==> config.mk <==
export PLATFORM = sky130hd
export DESIGN_NAME = elvds_tx_sched
export DESIGN_NICKNAME = d
export VERILOG_FILES = /design/src/rtl/elvds_tx_sched.sv
export SDC_FILE = /design/constraint.sdc
export NUM_CORES = 1
export LEC_CHECK = 0
export BUFFER_PORTS_ARGS = -buffer_cell sky130_fd_sc_hd__buf_2
export CAP_MARGIN = 30
export CORE_ASPECT_RATIO = 0.75
export CORE_MARGIN = 2
export CORE_UTILIZATION = 45
export CTS_BUF_LIST = sky130_fd_sc_hd__clkbuf_4 sky130_fd_sc_hd__clkbuf_8
export DETAILED_ROUTE_END_ITERATION = 10
export PLACE_DENSITY = 0.71
export SYNTH_ARGS = -nofsm -noshare
export SYNTH_HDL_FRONTEND = slang
export SYNTH_SLANG_ARGS = --single-unit
==> constraint.sdc <==
create_clock -name clk -period 3.34 [get_ports clk]
set_input_delay 0.167 -clock clk [delete_from_list [all_inputs] [get_ports clk]]
set_output_delay 0.167 -clock clk [all_outputs]
set_load 0.02 [all_outputs]
==> src/rtl/elvds_tx_sched.sv <==
// Round-robin scheduler and UART-style framer for two byte streams sharing one
// ELVDS_TBUF output; the pair is driven only while a guarded frame is on the wire.
module elvds_tx_sched #(
    parameter int DIV   = 4,
    parameter int GUARD = 2
) (
    input  logic       clk,
    input  logic       rst,
    input  logic       s0_valid,
    input  logic [7:0] s0_data,
    input  logic       s0_last,
    output logic       s0_ready,
    input  logic       s1_valid,
    input  logic [7:0] s1_data,
    input  logic       s1_last,
    output logic       s1_ready,
    output logic       tx_i,
    output logic       tx_oen,
    output logic       busy,
    output logic       owner
);
    localparam int CW   = $clog2(DIV);
    localparam int IMAX = (GUARD > 8) ? GUARD : 8;
    localparam int IW   = $clog2(IMAX);

    localparam logic [CW-1:0] CNT_LAST   = CW'(DIV - 1);
    localparam logic [IW-1:0] GUARD_LAST = IW'(GUARD - 1);
    localparam logic [IW-1:0] DATA_LAST  = IW'(7);

    typedef enum logic [2:0] {IDLE, LEAD, START, DATA, STOP, WAIT, TRAIL} state_t;

    state_t        state, state_n;
    logic [CW-1:0] cnt, cnt_n;
    logic [IW-1:0] idx, idx_n;
    logic [7:0]    data_q;
    logic          last_q, owner_q, rr, hold;
    logic [1:0]    ready, valid;
    logic          winner, bit_end, take, sel;
    logic          tx_i_d, tx_oen_d;

    assign valid   = {s1_valid, s0_valid};
    assign bit_end = (cnt == CNT_LAST);
    assign winner  = (&valid) ? rr : s1_valid;

    // hold blocks any grant in the first cycle after reset releases.
    always_comb begin
        // NOTE: every signal written here gets a default first, so no path can infer a latch.
        ready = 2'b00;
        if (!rst && !hold) begin
            case (state)
                IDLE:    if (|valid) ready[winner] = 1'b1;
                STOP:    if (bit_end && !last_q) ready[owner_q] = 1'b1;
                WAIT:    ready[owner_q] = 1'b1;
                default: ready = 2'b00;
            endcase
        end
    end

    assign take     = |(ready & valid);
    assign sel      = ready[1];
    assign s0_ready = ready[0];
    assign s1_ready = ready[1];

    always_comb begin
        state_n = state;
        case (state)
            IDLE:    if (take) state_n = LEAD;
            LEAD:    if (bit_end && idx == GUARD_LAST) state_n = START;
            START:   if (bit_end) state_n = DATA;
            DATA:    if (bit_end && idx == DATA_LAST) state_n = STOP;
            STOP:    if (bit_end) state_n = last_q ? TRAIL : (take ? START : WAIT);
            WAIT:    if (take) state_n = START;
            TRAIL:   if (bit_end && idx == GUARD_LAST) state_n = IDLE;
            default: state_n = IDLE;
        endcase

        cnt_n = cnt + CW'(1);
        idx_n = idx;
        if (state_n != state || state == IDLE || state == WAIT) begin
            cnt_n = '0;
            idx_n = '0;
        end else if (bit_end) begin
            cnt_n = '0;
            idx_n = idx + IW'(1);
        end
    end

    // Outputs are decoded from the next state so the registered pins line up with it.
    always_comb begin
        tx_oen_d = (state_n == IDLE);
        case (state_n)
            START:   tx_i_d = 1'b0;
            DATA:    tx_i_d = data_q[idx_n[2:0]];
            default: tx_i_d = 1'b1;
        endcase
    end

    always_ff @(posedge clk) begin
        // NOTE: non-blocking assignments make every register sample pre-edge values.
        if (rst) begin
            state  <= IDLE;
            cnt    <= '0;
            idx    <= '0;
            tx_i   <= 1'b1;
            tx_oen <= 1'b1;
        end else begin
            state  <= state_n;
            cnt    <= cnt_n;
            idx    <= idx_n;
            tx_i   <= tx_i_d;
            tx_oen <= tx_oen_d;
        end
    end

    always_ff @(posedge clk) begin
        hold <= rst;
        if (rst) begin
            owner_q <= 1'b0;
            rr      <= 1'b0;
            last_q  <= 1'b0;
        end else if (take) begin
            last_q  <= sel ? s1_last : s0_last;
            owner_q <= sel;
            if (state == IDLE) rr <= ~sel;
        end
    end

    // NOTE: the payload register has no reset; it is read only after a capture loads it.
    always_ff @(posedge clk) begin
        if (take) data_q <= sel ? s1_data : s0_data;
    end

    assign busy  = (state != IDLE);
    assign owner = owner_q;
endmodule

Yosys cells after proc, flatten, opt, wreduce, memory -nomap -nowiden
Index checks and enable logic that the tools add are counted.

Bits in registers: 22. Input port bits: 22.

Add/subtract/negate cells: 2. $lt $le $gt $ge: 5. Eq/ne operators: 12. Mux-type cells: 26. Bitwise operators: 2. Reduce and logical (&&, ||, !) cells: 19.

Operators by type and width (number): $mux W3 (11); $pmux W3 S7 (1); $eq A3 B2 Y1 const B (4); $eq A3 B3 Y1 const B (4); $mux W8 (1); $eq A3 B1 Y1 const B (2); $logic_and A1 B1 Y1 (6); $logic_not A3 Y1 (2); $mux W2 (3); $pmux W2 S3 (1); $mux W1 (5); $lt A1 B2 Y1 const B (2); $lt A3 B4 Y1 const B (1); $reduce_and A2 Y1 (2); $reduce_or A2 Y1 (2); $add A3 B1 Y3 const B (1); $bmux W1 S3 (1); $logic_not A1 Y1 (3); $ne A3 B3 Y1 (1); $reduce_bool A3 Y1 (1); $reduce_or A3 Y1 (1); $add A2 B1 Y2 const B (1); $and A2 B2 Y2 (1); $demux W1 S1 (2); other kinds (5) (7).

Depth between registers and ports, before layout
Gate-level depths: netlist of the first run.

Word-level depth: 22. Gate-level depth with buffers: 9.

Least setup slack after synthesis of the first run
Ideal clock, no wire load.

Kind: register -> register. Start: register cnt[0]. End: register data_q[0] (data pin). Arrival time: 1811 ps. Path slack: 1269 ps. Stages on the path, launching flop included: 7. Path buffers: 1. Clock period less this slack: 2071 ps. Path through: dfxtp_1 -> ha_1 -> buf_4 -> nor2b_4 -> o211ai_1 -> a21oi_2 -> mux2_2.

Word-level cells in the longest chain between the ends: 6.

RTL lines: from (decl) (RTL line 33) `logic [CW-1:0] cnt, cnt_n;`; from (signal assigned) (RTL line 108) `cnt <= cnt_n;`; $eq A2 B2 Y1 (RTL line 42) `assign bit_end = (cnt == CNT_LAST);`; $logic_and A1 B1 Y1 (RTL line 52) `STOP: if (bit_end && !last_q) ready[owner_q] = 1'b1;`; $mux W2 (RTL line 52); $pmux W2 S3 (RTL line 50) `case (state)`; $mux W2 (RTL line 49) `if (!rst && !hold) begin`; named net s1_ready (RTL line 16) `output logic s1_ready,`; $mux W8 (RTL line 130) `if (take) data_q <= sel ? s1_data : s0_data;`; to (signal assigned) (RTL line 130); to (decl) (RTL line 35) `logic [7:0] data_q;`.

The timed path passes the listed nets, and every way through them passes these cells. A chain may end at the register's enable or synchronous reset.

Final worst setup path of the first run
Start: register cnt[0]. End: output s1_ready.

Word-level cells in the longest chain between the ends: 5.

RTL lines (RTL line): $eq A2 B2 Y1 (42); $logic_and A1 B1 Y1 (52); $mux W2 (52); $pmux W2 S3 (50); $mux W2 (49); to (decl) (16).

Every way passes these cells.

==> results of run 1 <==
==> final cells by class <==
cell class                      instances  area [um2]  area share
Timing Repair Buffer                   27       135.1     0.08524
Clock inverter                          1       30.03     0.01894
Tap cell                               38       47.55     0.02999
Multi-Input combinational cell        103       777.0      0.4901
Inverter                                9       33.78     0.02131
Sequential cell                        22       520.5      0.3283
Clock buffer                            3       41.29     0.02605
==> worst max-delay path: stages (launching register included) <==
cell	delay [ns]
dfxtp_1	0.34
ha_1	0.51
nor2b_4	0.28
o211ai_1	0.16
a21oi_2	0.51
buf_2	0.27
==> cells by family (layout without fill, tap and decap cells) <==
| logic type | count (synthesis) | after routing | synth area share |
|---|---|---|---|
| XOR/XNOR | 1 | 1 | 0.006423 |
| AND/OR/NAND/NOR | 42 | 42 | 0.1789 |
| multiplexers | 17 | 17 | 0.1349 |
| flip-flops | 22 | 22 | 0.3817 |
| AO/OA/AOI/OAI | 39 | 39 | 0.2129 |
| buffers and inverters | 15 | 40 | 0.04862 |
| adder cells (fa/ha/maj) | 4 | 4 | 0.03670 |
==> power groups by stage <==
| stage | logic, mW | registers (mW) | clock network, mW |
|---|---|---|---|
| 2_1_floorplan | 0.0397 | 0.299 | 0 |
| 3_3_place_gp | 0.0589 | 0.301 | 0 |
| 3_5_place_dp | 0.0610 | 0.301 | 0 |
| 4_1_cts | 0.0612 | 0.295 | 0.253 |
| 5_1_grt | 0.0683 | 0.296 | 0.264 |
| 6_report | 0.0610 | 0.295 | 0.248 |
==> synthesized netlist by cell type (3+ instances only) <==
cell / instances
dfxtp_1: 14
nor3_1: 4
edfxtp_1: 8
nand2b_1: 3
nand3_1: 3
o21ai_0: 3
a21oi_1: 7
o22ai_1: 3
ha_1: 4
mux2i_1: 6
nor2_1: 9
nand2_1: 7
inv_1: 9
o211ai_1: 3
mux2_2: 11
buf_2: 5
o2111ai_1: 3
nor3_2: 3
a211oi_1: 5
==> flip-flops by register name, summed over array words and instances (netlist names) <==
signal,cells
rr,1
owner,1
tx_oen,1
idx,3
hold,1
state,3
cnt,2
last_q,1
data_q,8
tx_i,1
==> metrics by stage <==
step                        util  hold WS, ns  instances
after floorplan                -       0.1947        140
after global placement    0.5195       0.4187        199
after detailed placement  0.5195       0.4223        199
after CTS                 0.5440       0.1353        203
after global routing      0.5440       0.1370        203
final                     0.5440       0.1440        203
==> how the worst min path moves through the flow <==
stage	from	to	cells after the start
2_1_floorplan	rst	hold	0
3_3_place_gp	cnt[0]	cnt[0]	1
3_5_place_dp	rst	hold	1
4_1_cts	rst	hold	1
5_1_grt	rst	hold	1
6_report	rst	hold	1
==> metal layers <==
metal | routed length (um) | up-vias
li1 | - | 580
met1 | 1312 | 527
met2 | 1221 | 54
met3 | 207 | 6
met4 | 46 | 0
met5 | 0 | -
==> metrics.cfg, run 1 <==
[sta]
rsz0062_at_grt = no
slew_headroom = 0.6312
drv_slew = 0
setup_viol = 0
fmax_ghz = 0.4004
hold_violations = 0
worst_slack_ns = 0.8424
worst_pin_slew_ns = 0.5532
timing.final.crit_share = 0.7478
finalClockSkew_ns = 0.002277
period_minus_slack_ns = 2.498
fin_tns_setup_ns = 0

[cells_and_area]
final_cell_area_um2 = 1585
mostFrequentLayoutCells = buf_2, dfxtp_1, mux2_2, inv_1, nor2_1
n_fill_cell = 249
layout-drive-gt1-share = 0.3091
nets = 192
final_common_cell = buf_2
flow.area_growth_from_synthesis_pct = 16.24
antennaDiodeCount = 0

[global_routing]
grt_util_met1 = 0.2660
grt_first_pass_wirelength_mm = 4.774
grt_usage = 0.1827
grt_max_degree = 17
top_usage_layer = met2
grt_pass1_vias = 1027
antenna_found_initial = 0
use_met2 = 0.2663
grt_overflow = 0
use_met3 = 0.03896

[yosys]
syn_avg_cell_area_um2 = 9.741
synth_top_area_frac = 0.2055
synth_top_flop_cell = dfxtp_1
netlist_area_um2 = 1364
synth-seq-area-share = 0.3817
synth_nets = 166
ys_seq_elements = 22
synth_top_cell_by_area = dfxtp_1
synth-edff-count = 8
syn_inst = 140
yosys-top-cells-area = dfxtp_1, edfxtp_1, mux2_2, mux2i_1, ha_1
yosysUniqueCellTypes = 48
ys_warn_count = 0
synth-async-reset-ratio = 0

[pwr]
p_sw_mw = 0.1275
clockPowerShare = 0.410
vdd_ir_drop_max_v = 0.0002612
p_leak_nw = 0.6345
intPower_mw = 0.4763
power.share.sequential = 0.489
powerDensity_nw_per_um2 = 380.9
comb_power_share = 0.101
total_power_mw = 0.6038
swShare = 0.2112

[route]
drc = 0
num_vias = 1167
firstDrtPassIters = 4
drt-total-wl_mm = 2.787
drt_iter0_drc = 91
antenna_left = 0
wl_per_cell_um = 13.73
routed_via_density = 5.749

[worst_setup_path]
reg2reg_slack_ns = 0.87
worstSetupStartpointType = flip-flop
arrival_ns = 2.33
crit_path_max_fanout = 16
reg2reg_depth = 7
critPathCaptureType = output pin
crit_start = cnt[0]
r2r-start = cnt[0]
cp-endpoint = s1_ready
path_class = flip-flop to output pin
r2r-end = tx_i
required_ns = 3.17

[clocking]
cts_buffers = 3
clock_latency_ns = 0.26
cts_setup_buffers = 0
clk_pin_slew_ns = 0.08
cts_hold_buf = 0
tritoncts = done
cts_sinks = 22
post_cts_resized = 0
cts_root_buf = clkbuf_8
h-tree-depth = 1
clockBufferDepth = 2

[floorplanning]
initial_core_util = 0.4680
rows = 17
core_area_um2 = 2914
die-area_um2 = 3492
io_pins = 28
die_y_um = 51.68
die_w_um = 67.57

[placed_design]
placed_area_um2 = 1514
pre_cts_ws_ns = 0.8833
io_buffers = 27
globalplace.congestion = 0.8891
hpwl_mm = 2.145

[run_status]
status = finished, final reports clean

[job]
max-cap-violations = 0

[hold_path]
hp-class = primary input to flip-flop

Power figures use the tool's default switching activity.
==> run 2: changes to the inputs <==
PLACE_DENSITY = 0.73   (was 0.71)
clock period = 2 ns   (was 3.34 ns; I/O delays follow)
==> metrics.cfg, run 2 (synthesized netlist as in run 1, its figures left out) <==
[run_status]
violations = negative setup slack
status = finished, violations left

[sta]
fin_tns_setup_ns = -0.7723
drv_slew = 0
worst_slack_ns = -0.1769
timing.final.crit_share = 1.088
period_minus_slack_ns = 2.177
hold_violations = 0
slew_headroom = 0.5935
finalClockSkew_ns = 0.002249
rsz0062_at_grt = yes
fmax_ghz = 0.4594
setup_viol = 14
holdWs_ns = 0.1276
worst_pin_slew_ns = 0.5928

[cells_and_area]
multiInputGateArea_um2 = 947.2
nets = 217
fin_util = 0.6758
regArea_um2 = 526.8
reg.largest.list = data_q: 8 flops, idx: 3 flops, state: 3 flops
largest-register = data_q
final_common_cell = buf_2
mostFrequentLayoutCells = buf_2, buf_4, mux2_4, dfxtp_1
final_cell_area_um2 = 1969
n_fill_cell = 199
largest_reg_flops = 8
flow.area_growth_from_synthesis_pct = 44.40
layout-drive-gt1-share = 0.5316
antennaDiodeCount = 0

[placed_design]
io_buffers = 27
hpwl_mm = 2.439
pre_cts_ws_ns = -0.06195
placed_area_um2 = 1634
globalplace.congestion = 0.9476

[route]
num_vias = 1324
wl_per_cell_um = 18.19
drt_iter0_drc = 80
antenna_left = 0
drc = 0
drt-total-wl_mm = 4.148
firstDrtPassIters = 5
routed_via_density = 5.807

[floorplanning]
rows = 17
die_y_um = 51.68
die-area_um2 = 3492
core_area_um2 = 2914
initial_core_util = 0.4680
die_w_um = 67.57
io_pins = 28

[clocking]
cts_root_buf = clkbuf_8
clockBufferDepth = 2
clock_latency_ns = 0.27
tritoncts = done
h-tree-depth = 1
cts_buffers = 3
clk_pin_slew_ns = 0.08
cts_hold_buf = 0
cts_sinks = 22

[worst_setup_path]
arrival_ns = 2.32
crit_path_max_fanout = 6
path_class = flip-flop to flip-flop
required_ns = 2.14
worstSetupStartpointType = flip-flop
critPathCaptureType = flip-flop

[pwr]
p_leak_nw = 0.8104
powerDensity_nw_per_um2 = 539.3
vdd_ir_drop_max_v = 0.0004836

[global_routing]
grt_pass1_vias = 1283
grt_usage = 0.2299
antenna_found_initial = 0
grt_first_pass_wirelength_mm = 5.996
grt_overflow = 0
grt_max_degree = 14

[hold_path]
hp-class = primary input to flip-flop

[job]
max-cap-violations = 0

==> run 2: routing by layer <==
layer  vias to the layer above  track usage  part of all wire
met5                         -            0                 0
met2                        63       0.3905              0.50
li1                        625            -                 -
met1                       623       0.2933              0.42
met3                        13      0.04762             0.052
met4                         0      0.06803             0.030
==> run 2: report_power, final <==
| group | internal, mW | switching [mW] | total [mW] |
|---|---|---|---|
| clock | 0.268 | 0.154 | 0.422 |
| combinational | 0.0708 | 0.0768 | 0.148 |
| sequential | 0.481 | 0.0122 | 0.493 |
| total | 0.819 | 0.243 | 1.06 |
==> run 2: what timing repair did <==
item                                    4_1_cts  5_1_grt
gates resized for setup                      24       20
pin swaps                                    10       11
endpoints found under the setup margin       16       27
hold endpoints to repair                      0        0
buffers inserted                              6        4
==> run 2: stage by stage <==
step / total power, mW / std cells
after floorplan: 0.5676 / 140
after global placement: 0.6101 / 214
after detailed placement: 0.6146 / 214
after CTS: 1.037 / 224
after global routing: 1.093 / 228
final: 1.062 / 228
==> run 2: layout make-up <==
type	instances	area share
clock buffers	3	0.02097
clock inverters	1	0.01525
inverters	9	0.01715
multi-input cells	103	0.4809
flip-flops and latches	22	0.2675
well taps	38	0.02414
repair buffers	52	0.1741
==> run 2: worst paths after layout <==
check / start / cells past startpoint / slack (ns) / to
worst max-delay path: idx[0] / 9 / -0.18 / idx[2]
worst min-delay path: s0_data[4] / 2 / 0.13 / data_q[4]
worst max register to register: idx[0] / 9 / -0.18 / idx[2]
worst min register to register: cnt[0] / 1 / 0.44 / cnt[0]
==> run 2: worst max-delay path, stage by stage (launching register included) <==
cell and delay, ns:
dfxtp_2 0.33, buf_4 0.16, ha_4 0.16, nand3b_1 0.12, a21oi_2 0.09, o41ai_4 0.43, nor3_2 0.13, o211ai_1 0.38
buf_4 0.21, nor2_4 0.04
